===== src/rtl/ram_dma_controller.sv =====
// CPU-programmed DMA engine that fills RAM from a source stream or a constant pattern.
// Define RAM_DMA_FILL_EN to build in fill mode and the FILL register.
module ram_dma_controller #(
    parameter int ADDR_WIDTH = 14
) (
    input  logic        clk,
    input  logic        reset,
    input  logic        reg_en,
    input  logic [1:0]  reg_address,
    input  logic [3:0]  reg_wstrb,
    input  logic [31:0] reg_write_data,
    output logic [31:0] reg_read_data,
    input  logic        src_valid,
    input  logic [31:0] src_data,
    output logic        src_ready,
    output logic [15:0] dma_address,
    output logic [31:0] dma_write_data,
    output logic [3:0]  dma_wstrb,
    output logic        dma_busy,
    output logic        irq
);

    typedef enum logic [1:0] {IDLE, ARM, RUN, DONE} state_t;

    state_t                state_q, state_d;
    logic [ADDR_WIDTH-1:0] dest_q, dest_d;
    logic [ADDR_WIDTH-1:0] addr_q, addr_d;
    logic [ADDR_WIDTH-1:0] out_addr_q, out_addr_d;
    logic [15:0]           length_q, length_d;
    logic [15:0]           remaining_q, remaining_d;
    logic [31:0]           fill_q, fill_d;
    logic [31:0]           out_data_q, out_data_d;
    logic [3:0]            wstrb_q, wstrb_d;
    logic                  mode_q, mode_d;
    logic                  done_q, done_d;

    logic reg_wr;
    logic ctrl_wr;
    logic is_idle;
    logic start_req;
    logic beat;

    assign reg_wr    = reg_en && (|reg_wstrb);
    assign ctrl_wr   = reg_wr && (reg_address == 2'd3);
    assign is_idle   = (state_q == IDLE);
    assign start_req = is_idle && ctrl_wr && reg_write_data[0];
    assign beat      = (state_q == RUN) && (mode_q || src_valid);

`ifdef RAM_DMA_FILL_EN
    always_comb begin
        fill_d = fill_q;
        mode_d = mode_q;
        if (is_idle && reg_wr && (reg_address == 2'd2)) fill_d = reg_write_data;
        if (is_idle && ctrl_wr) mode_d = reg_write_data[1];
    end
`else
    logic unused_wdata;
    assign unused_wdata = ^reg_write_data[31:16];
    assign fill_d       = 32'h0;
    assign mode_d       = 1'b0;
`endif

    always_ff @(posedge clk or posedge reset) begin
        if (reset) begin
            state_q     <= IDLE;
            dest_q      <= '0;
            addr_q      <= '0;
            out_addr_q  <= '0;
            length_q    <= '0;
            remaining_q <= '0;
            fill_q      <= '0;
            out_data_q  <= '0;
            wstrb_q     <= '0;
            mode_q      <= 1'b0;
            done_q      <= 1'b0;
        end else begin
            state_q     <= state_d;
            dest_q      <= dest_d;
            addr_q      <= addr_d;
            out_addr_q  <= out_addr_d;
            length_q    <= length_d;
            remaining_q <= remaining_d;
            fill_q      <= fill_d;
            out_data_q  <= out_data_d;
            wstrb_q     <= wstrb_d;
            mode_q      <= mode_d;
            done_q      <= done_d;
        end
    end

    // ARM holds RAM off until the CPU's start access has left the register window.
    always_comb begin
        state_d = state_q;
        case (state_q)
            IDLE:    if (start_req && (length_q != 16'd0)) state_d = ARM;
            ARM:     if (!reg_en) state_d = RUN;
            RUN:     if (beat && (remaining_q == 16'd1)) state_d = DONE;
            DONE:    state_d = IDLE;
            default: state_d = IDLE;
        endcase
    end

    always_comb begin
        dest_d      = dest_q;
        length_d    = length_q;
        addr_d      = addr_q;
        remaining_d = remaining_q;
        out_addr_d  = out_addr_q;
        out_data_d  = out_data_q;
        wstrb_d     = 4'h0;
        done_d      = done_q;

        if (is_idle && reg_wr && (reg_address == 2'd0)) dest_d = reg_write_data[ADDR_WIDTH-1:0];
        if (is_idle && reg_wr && (reg_address == 2'd1)) length_d = reg_write_data[15:0];

        if (start_req && (length_q != 16'd0)) begin
            addr_d      = dest_q;
            remaining_d = length_q;
        end

        if (beat) begin
            wstrb_d     = 4'hf;
            out_addr_d  = addr_q;
            out_data_d  = mode_q ? fill_q : src_data;
            addr_d      = addr_q + ADDR_WIDTH'(1);
            remaining_d = remaining_q - 16'd1;
        end

        // A done-set in the same cycle as an ack must win, so it is applied last.
        if (ctrl_wr && reg_write_data[2]) done_d = 1'b0;
        if ((start_req && (length_q == 16'd0)) || (state_q == DONE)) done_d = 1'b1;
    end

    always_comb begin
        dma_busy      = (state_q == RUN) || (state_q == DONE);
        src_ready     = (state_q == RUN) && !mode_q && (remaining_q != 16'd0);
        reg_read_data = 32'h0;
        case (reg_address)
            2'd0: reg_read_data = 32'(dest_q);
            2'd1: reg_read_data = {16'h0, length_q};
            2'd2: reg_read_data = fill_q;
            2'd3: reg_read_data = {remaining_q, 13'h0, mode_q, done_q, !is_idle};
            default: reg_read_data = 32'h0;
        endcase
    end

    assign dma_address    = 16'(out_addr_q);
    assign dma_write_data = out_data_q;
    assign dma_wstrb      = wstrb_q;
    assign irq            = done_q;

endmodule

===== config.mk =====
export PLATFORM = sky130hd
export DESIGN_NAME = ram_dma_controller
export DESIGN_NICKNAME = d
export VERILOG_FILES = /design/src/rtl/ram_dma_controller.sv
export SDC_FILE = /design/constraint.sdc
export NUM_CORES = 1
export LEC_CHECK = 0
export BUFFER_PORTS_ARGS = -buffer_cell sky130_fd_sc_hd__buf_4
export CAP_MARGIN = 20
export CORE_AREA = 2 2 112 114
export CTS_CLUSTER_DIAMETER = 150
export CTS_CLUSTER_SIZE = 8
export DETAILED_ROUTE_END_ITERATION = 8
export DIE_AREA = 0 0 114 116
export GPL_TIMING_DRIVEN = 0
export PLACE_DENSITY = 0.73
export SYNTH_ARGS = -nofsm -noshare
export SYNTH_HDL_FRONTEND = slang
export SYNTH_SLANG_ARGS = --single-unit

===== constraint.sdc =====
create_clock -name clk -period 3.2 [get_ports clk]
set_input_delay 0.16 -clock clk [delete_from_list [all_inputs] [get_ports clk]]
set_output_delay 0.16 -clock clk [all_outputs]
set_load 0.01 [all_outputs]

Yosys cells after proc, flatten, opt, wreduce, memory -nomap -nowiden --
Cells that the tools add are included.
Operators by class: add/sub/neg operators 2, eq/ne operators 10, mux-type cells 12, reduce and logical (&&, ||, !) cells 25
Operators with widths (count):
- $pmux W32 S4 | 1
- $mux W16 | 2
- $reduce_bool A16 Y1 | 2
- $mux W14 | 2
- $eq A16 B1 Y1 const B | 1
- $logic_not A16 Y1 | 1
- $sub A16 B1 Y16 const B | 1
- $add A14 B1 Y14 const B | 1
- $logic_and A1 B1 Y1 | 13
- $eq A2 B2 Y1 const B | 4
- $pmux W2 S4 | 1
- $mux W2 | 3
- $eq A2 B1 Y1 const B | 2
- $logic_not A2 Y1 | 2
- $mux W4 | 1
- $ne A2 B2 Y1 const B | 2
- $reduce_bool A2 Y1 | 2
- $reduce_or A4 Y1 | 1
- $reduce_and A3 Y1 | 1
- $logic_or A1 B1 Y1 | 2
- $mux W1 | 2
- $ne A2 B1 Y1 const B | 1
- $logic_not A1 Y1 | 1
Word-level totals: register bits after elaboration 113, bits of input ports 74, output and inout bits 87, word-level logic and storage cells 58

Depth between registers and ports, before layout --
depth in word-level cells 8, gate-level depth with buffers 9, mapped depth without buffers 8

Worst setup path after synthesis --
No wires, ideal clock.
path type reg-to-reg, start point reg state_q[0], end point reg dest_q[0], setup time 0.125 ns, arrival 1.911 ns, required time 3.075 ns, slack 1.164 ns, cell stages (with the launch flop) 7, buffers on the path 1, period minus slack after synthesis 2.036 ns, cell sequence dfrtp_1 > inv_1 > ha_1 > nand3_1 > nor3_1 > buf_2 > mux2_2
On the way: cells in the longest elaborated chain, start to end 3
Ends and longest elaborated chain:
- start: declaration | line 25 | state_t state_q, state_d;
- start signal: assignment | line 77 | state_q <= state_d;
- $logic_not A2 Y1 | line 45 | assign is_idle = (state_q == IDLE);
- $logic_and A1 B1 Y1 (2 in series) | line 113 | if (is_idle && reg_wr && (reg_address == 2'd0)) dest_d = reg_write_data[ADDR_WIDTH-1:0];
- end signal: assignment | line 78 | dest_q <= dest_d;
- end: declaration | line 26 | logic [ADDR_WIDTH-1:0] dest_q, dest_d;
Every way passes these cells. A chain may end at the register's enable or synchronous reset.

Worst setup path in the final report --
start point reg state_q[0], end point reg out_addr_q[8]
On the way: cells in the longest elaborated chain, start to end 2
Ends and longest elaborated chain:
- $eq A2 B2 Y1 | line 47 | assign beat = (state_q == RUN) && (mode_q || src_valid);
- $logic_and A1 B1 Y1 | line 47
- net beat | line 41 | logic beat;
- end signal: assignment | line 80 | out_addr_q <= out_addr_d;
- end: declaration | line 28 | logic [ADDR_WIDTH-1:0] out_addr_q, out_addr_d;
The timed path passes the listed nets, and every way through them passes these cells.

==> run metrics <==
Syn Inst Count=564; peak ir drop on the vdd network=413.1 uV; Avg Inst Size Synth=9.457 um2; Yosys warnings=0; Post-CTS Setup Inserts=0; HPWL after DPL=11.75 mm; startpoint of the tightest hold check path=src_data[31]; number of global-route vias before repair=4768; Min-Delay Path Class=primary input to flop; Async S/R FF share, synth=1.000; beginning of the critical path=state_q[0]; total leakage power=0.003483 uW; crit-path max FO=10; area of the mapped netlist=5334 um2; portion of the clock cycle consumed by the worst path in the final layout=0.8519; Setup-failing EPs final=0; starting DRC count in detailed routing=314; Worst-Margin Slew=0.9521 ns; post-detailed-route wirelength per cell=18.22 um; arrival time reported for the critical path endpoint=3.01 ns; H-tree levels=3; Most common cell on crit path=sky130_fd_sc_hd__nand2_1; unrepaired setup endpoints after global routing=false; count of hold-fix buffers inserted at cts=14; Worst Clk Skew=0.01258 ns; number of max-slew violations in the final report=0; highest achievable clock rate=0.3668 GHz; clock root cell=sky130_fd_sc_hd__clkbuf_16; die width=114 um; reg2reg path depth=9; antenna diode count=0; required time at the worst-slack endpoint=3.48 ns; area share of the largest cell type after synthesis=0.5161; number of buffers added by the clock tree synthesis step=9; Die Footprint=13220 um2; cell types with the largest area share after synthesis=sky130_fd_sc_hd__dfrtp_1 52%, sky130_fd_sc_hd__nand2_1 11%, sky130_fd_sc_hd__mux2_2 4.2%; clock tree buffer depth=2; Final Hold Violating Endpoints=0; CORE AREA=11910 um2; stage delay of the slowest cell on the critical path=0.48 ns; ordered cell list for the critical path=inv_1 -> ha_1 -> nand2_1 -> inv_1 -> buf_2 -> clkbuf_1 -> clkbuf_1 -> nand2_1 -> nand2_1; register bit total from synthesis=110; status=completed; top cell family by delay on the critical path=buffers and inverters; detailed-route via count=4925; drt pass-1 iters=6; number of sinks on the clock net=110; antenna violations before repair=0; r2r setup slk=0.47 ns; number of cells on the critical path=9; power per unit of standard cell area=891.3 nW/um2; net total in the final layout=816; cells resized by post-CTS repair=0; routability-driven placement congestion ratio=0.9191; cell type with the largest total area after synthesis=sky130_fd_sc_hd__dfrtp_1; insertion delay to the later sink of the worst-skew pair=0.35 ns; Congestion Overflow GR=0; Filler Cell Count=1038; Period minus WS final=2.726 ns; unique cell type count in the Yosys netlist=50; Crit path buffers/inverters=5; end of the worst register-to-register path=out_addr_q[8]; pin count of the biggest net entering global routing=64; DRC violations left=0; tightest slew margin relative to the limit=0.3610; worst setup path end=out_addr_q[8]; critical path class=flop to flop; layout overhead on the synthesized area=32.09%; DRT Wirelength=16.12 mm; overall die height=116 um; CTS tree=yes; fraction of layout instances using a drive strength above 1=0.2737; predominant post-synthesis flop cell=sky130_fd_sc_hd__dfrtp_1; wire length of the first global-routing pass=24.90 mm; number of buffers added on ports=142; antenna-violating nets left=0; global routing usage summed across all routing layers=0.2450; Std-Cell Rows=40; CP startpoint kind=flop; cell with the largest stage delay on the worst path=sky130_fd_sc_hd__clkbuf_1; number of maximum-capacitance constraint violations=0; Fin Setup TNS=0 ns; clock-pin slew on the worst setup and hold paths=0.08 ns; post-detailed-route via-to-cell ratio=5.565; sequential-to-total area share from yosys stat=0.5161; total I/O pin count=161; start of the worst register-to-register path=state_q[0]; initial core utilization=0.4478; Post-synth EDFFs=0; Hold Worst Slack=0.008405 ns; critical path capture point type=flop
-- tightest hold or removal path, stage by stage --
cell and delay (ns):
sky130_fd_sc_hd__buf_4 0.07, sky130_fd_sc_hd__nand2_1 0.04, sky130_fd_sc_hd__nand2_1 0.05
-- registers in the layout, summed over array words and instances, names as in the netlist --
register        flops
addr_q             14
dest_q             14
dma_write_data     32
dma_wstrb           1
irq                 1
length_q           16
out_addr_q         14
remaining_q        16
state_q             2
-- cell type report --
type / count / area (um2) / area share
flip-flops and latches: 110 / 2753 / 0.3907
multi-input cells: 408 / 2380 / 0.3378
inverters: 15 / 58.81 / 0.008347
repair buffers: 157 / 1234 / 0.1751
plain buffers: 32 / 148.9 / 0.02113
clock buffers: 13 / 270.3 / 0.03836
clock inverters: 3 / 17.52 / 0.002486
well taps: 147 / 183.9 / 0.02611
-- per-stage QoR --
step / total power, uW / std cells / cell area (um2) / util / worst slack [ns]
final: 6280 / 885 / 7046 / 0.5915 / 0.4738
after global routing: 6688 / 885 / 7046 / 0.5915 / 0.2793
after CTS: 6273 / 885 / 7046 / 0.5915 / 0.5273
after detailed placement: 5160 / 855 / 6618 / 0.5556 / 0.5668
after global placement: 5066 / 854 / 6588 / 0.5530 / -1.058
after floorplan: 3925 / 565 / 5338 / - / 0.1377
-- cells by family after synthesis --
logic type | share of synthesized area
fa+ha+maj | 0.02111
mux | 0.09923
other cells | 0.0007031
compound gates | 0.09712
xor+xnor | 0.003285
buf+inv | 0.03847
simple gates | 0.2240
flops | 0.5161
-- worst min-delay path by stage --
| stage | to | slack, ns | depth (start not counted) |
|---|---|---|---|
| final | dma_write_data[31] | 0.008 | 3 |
| after global routing | dma_write_data[31] | 0.007 | 3 |
| after CTS | dma_write_data[20] | 0.0006 | 3 |
| after detailed placement | dma_write_data[23] | 0.30 | 2 |
| after global placement | dma_write_data[17] | 0.35 | 3 |
| after floorplan | dma_write_data[0] | 0.27 | 2 |
-- layout by cell type, fill, tap and decap left out, drive strengths merged, types with 13 or more instances in the layout --
| cell | instances |
|---|---|
| a21oi | 23 |
| nor3 | 17 |
| clkbuf | 31 |
| mux2 | 31 |
| nand2 | 150 |
| dfrtp | 110 |
| o21ai | 21 |
| nor2 | 46 |
| dlygate4sd3 | 14 |
| mux2i | 18 |
| and3 | 13 |
| buf | 157 |
| inv | 15 |
-- report_power, final --
part	switching [uW]	total, uW	internal (uW)	leakage [uW]
combinational	1280	2480	1200	0.00204
sequential	666	2710	2040	0.00130
clock	499	1090	591	0.000142
total	2450	6280	3830	0.00348
-- Yosys cell counts (all sizes together), types with 4 or more instances --
library cell  count
nor2             46
nand4             5
nor3             17
mux2             31
o21ai            21
and3             13
mux2i            18
nand3            12
or3               4
clkbuf           18
buf              14
nand2           150
o32ai             5
nor4              8
a21oi            23
a211oi            8
ha                9
inv              15
o22ai             4
dfrtp           110
-- layer usage --
metal	up-vias	track usage	share of wire
met2	219	0.3964	0.49
li1	2280	-	-
met3	36	0.03766	0.066
met4	0	0.1057	0.026
met5	-	0	0
met1	2390	0.3304	0.41
(Power assumes the default switching activity.)
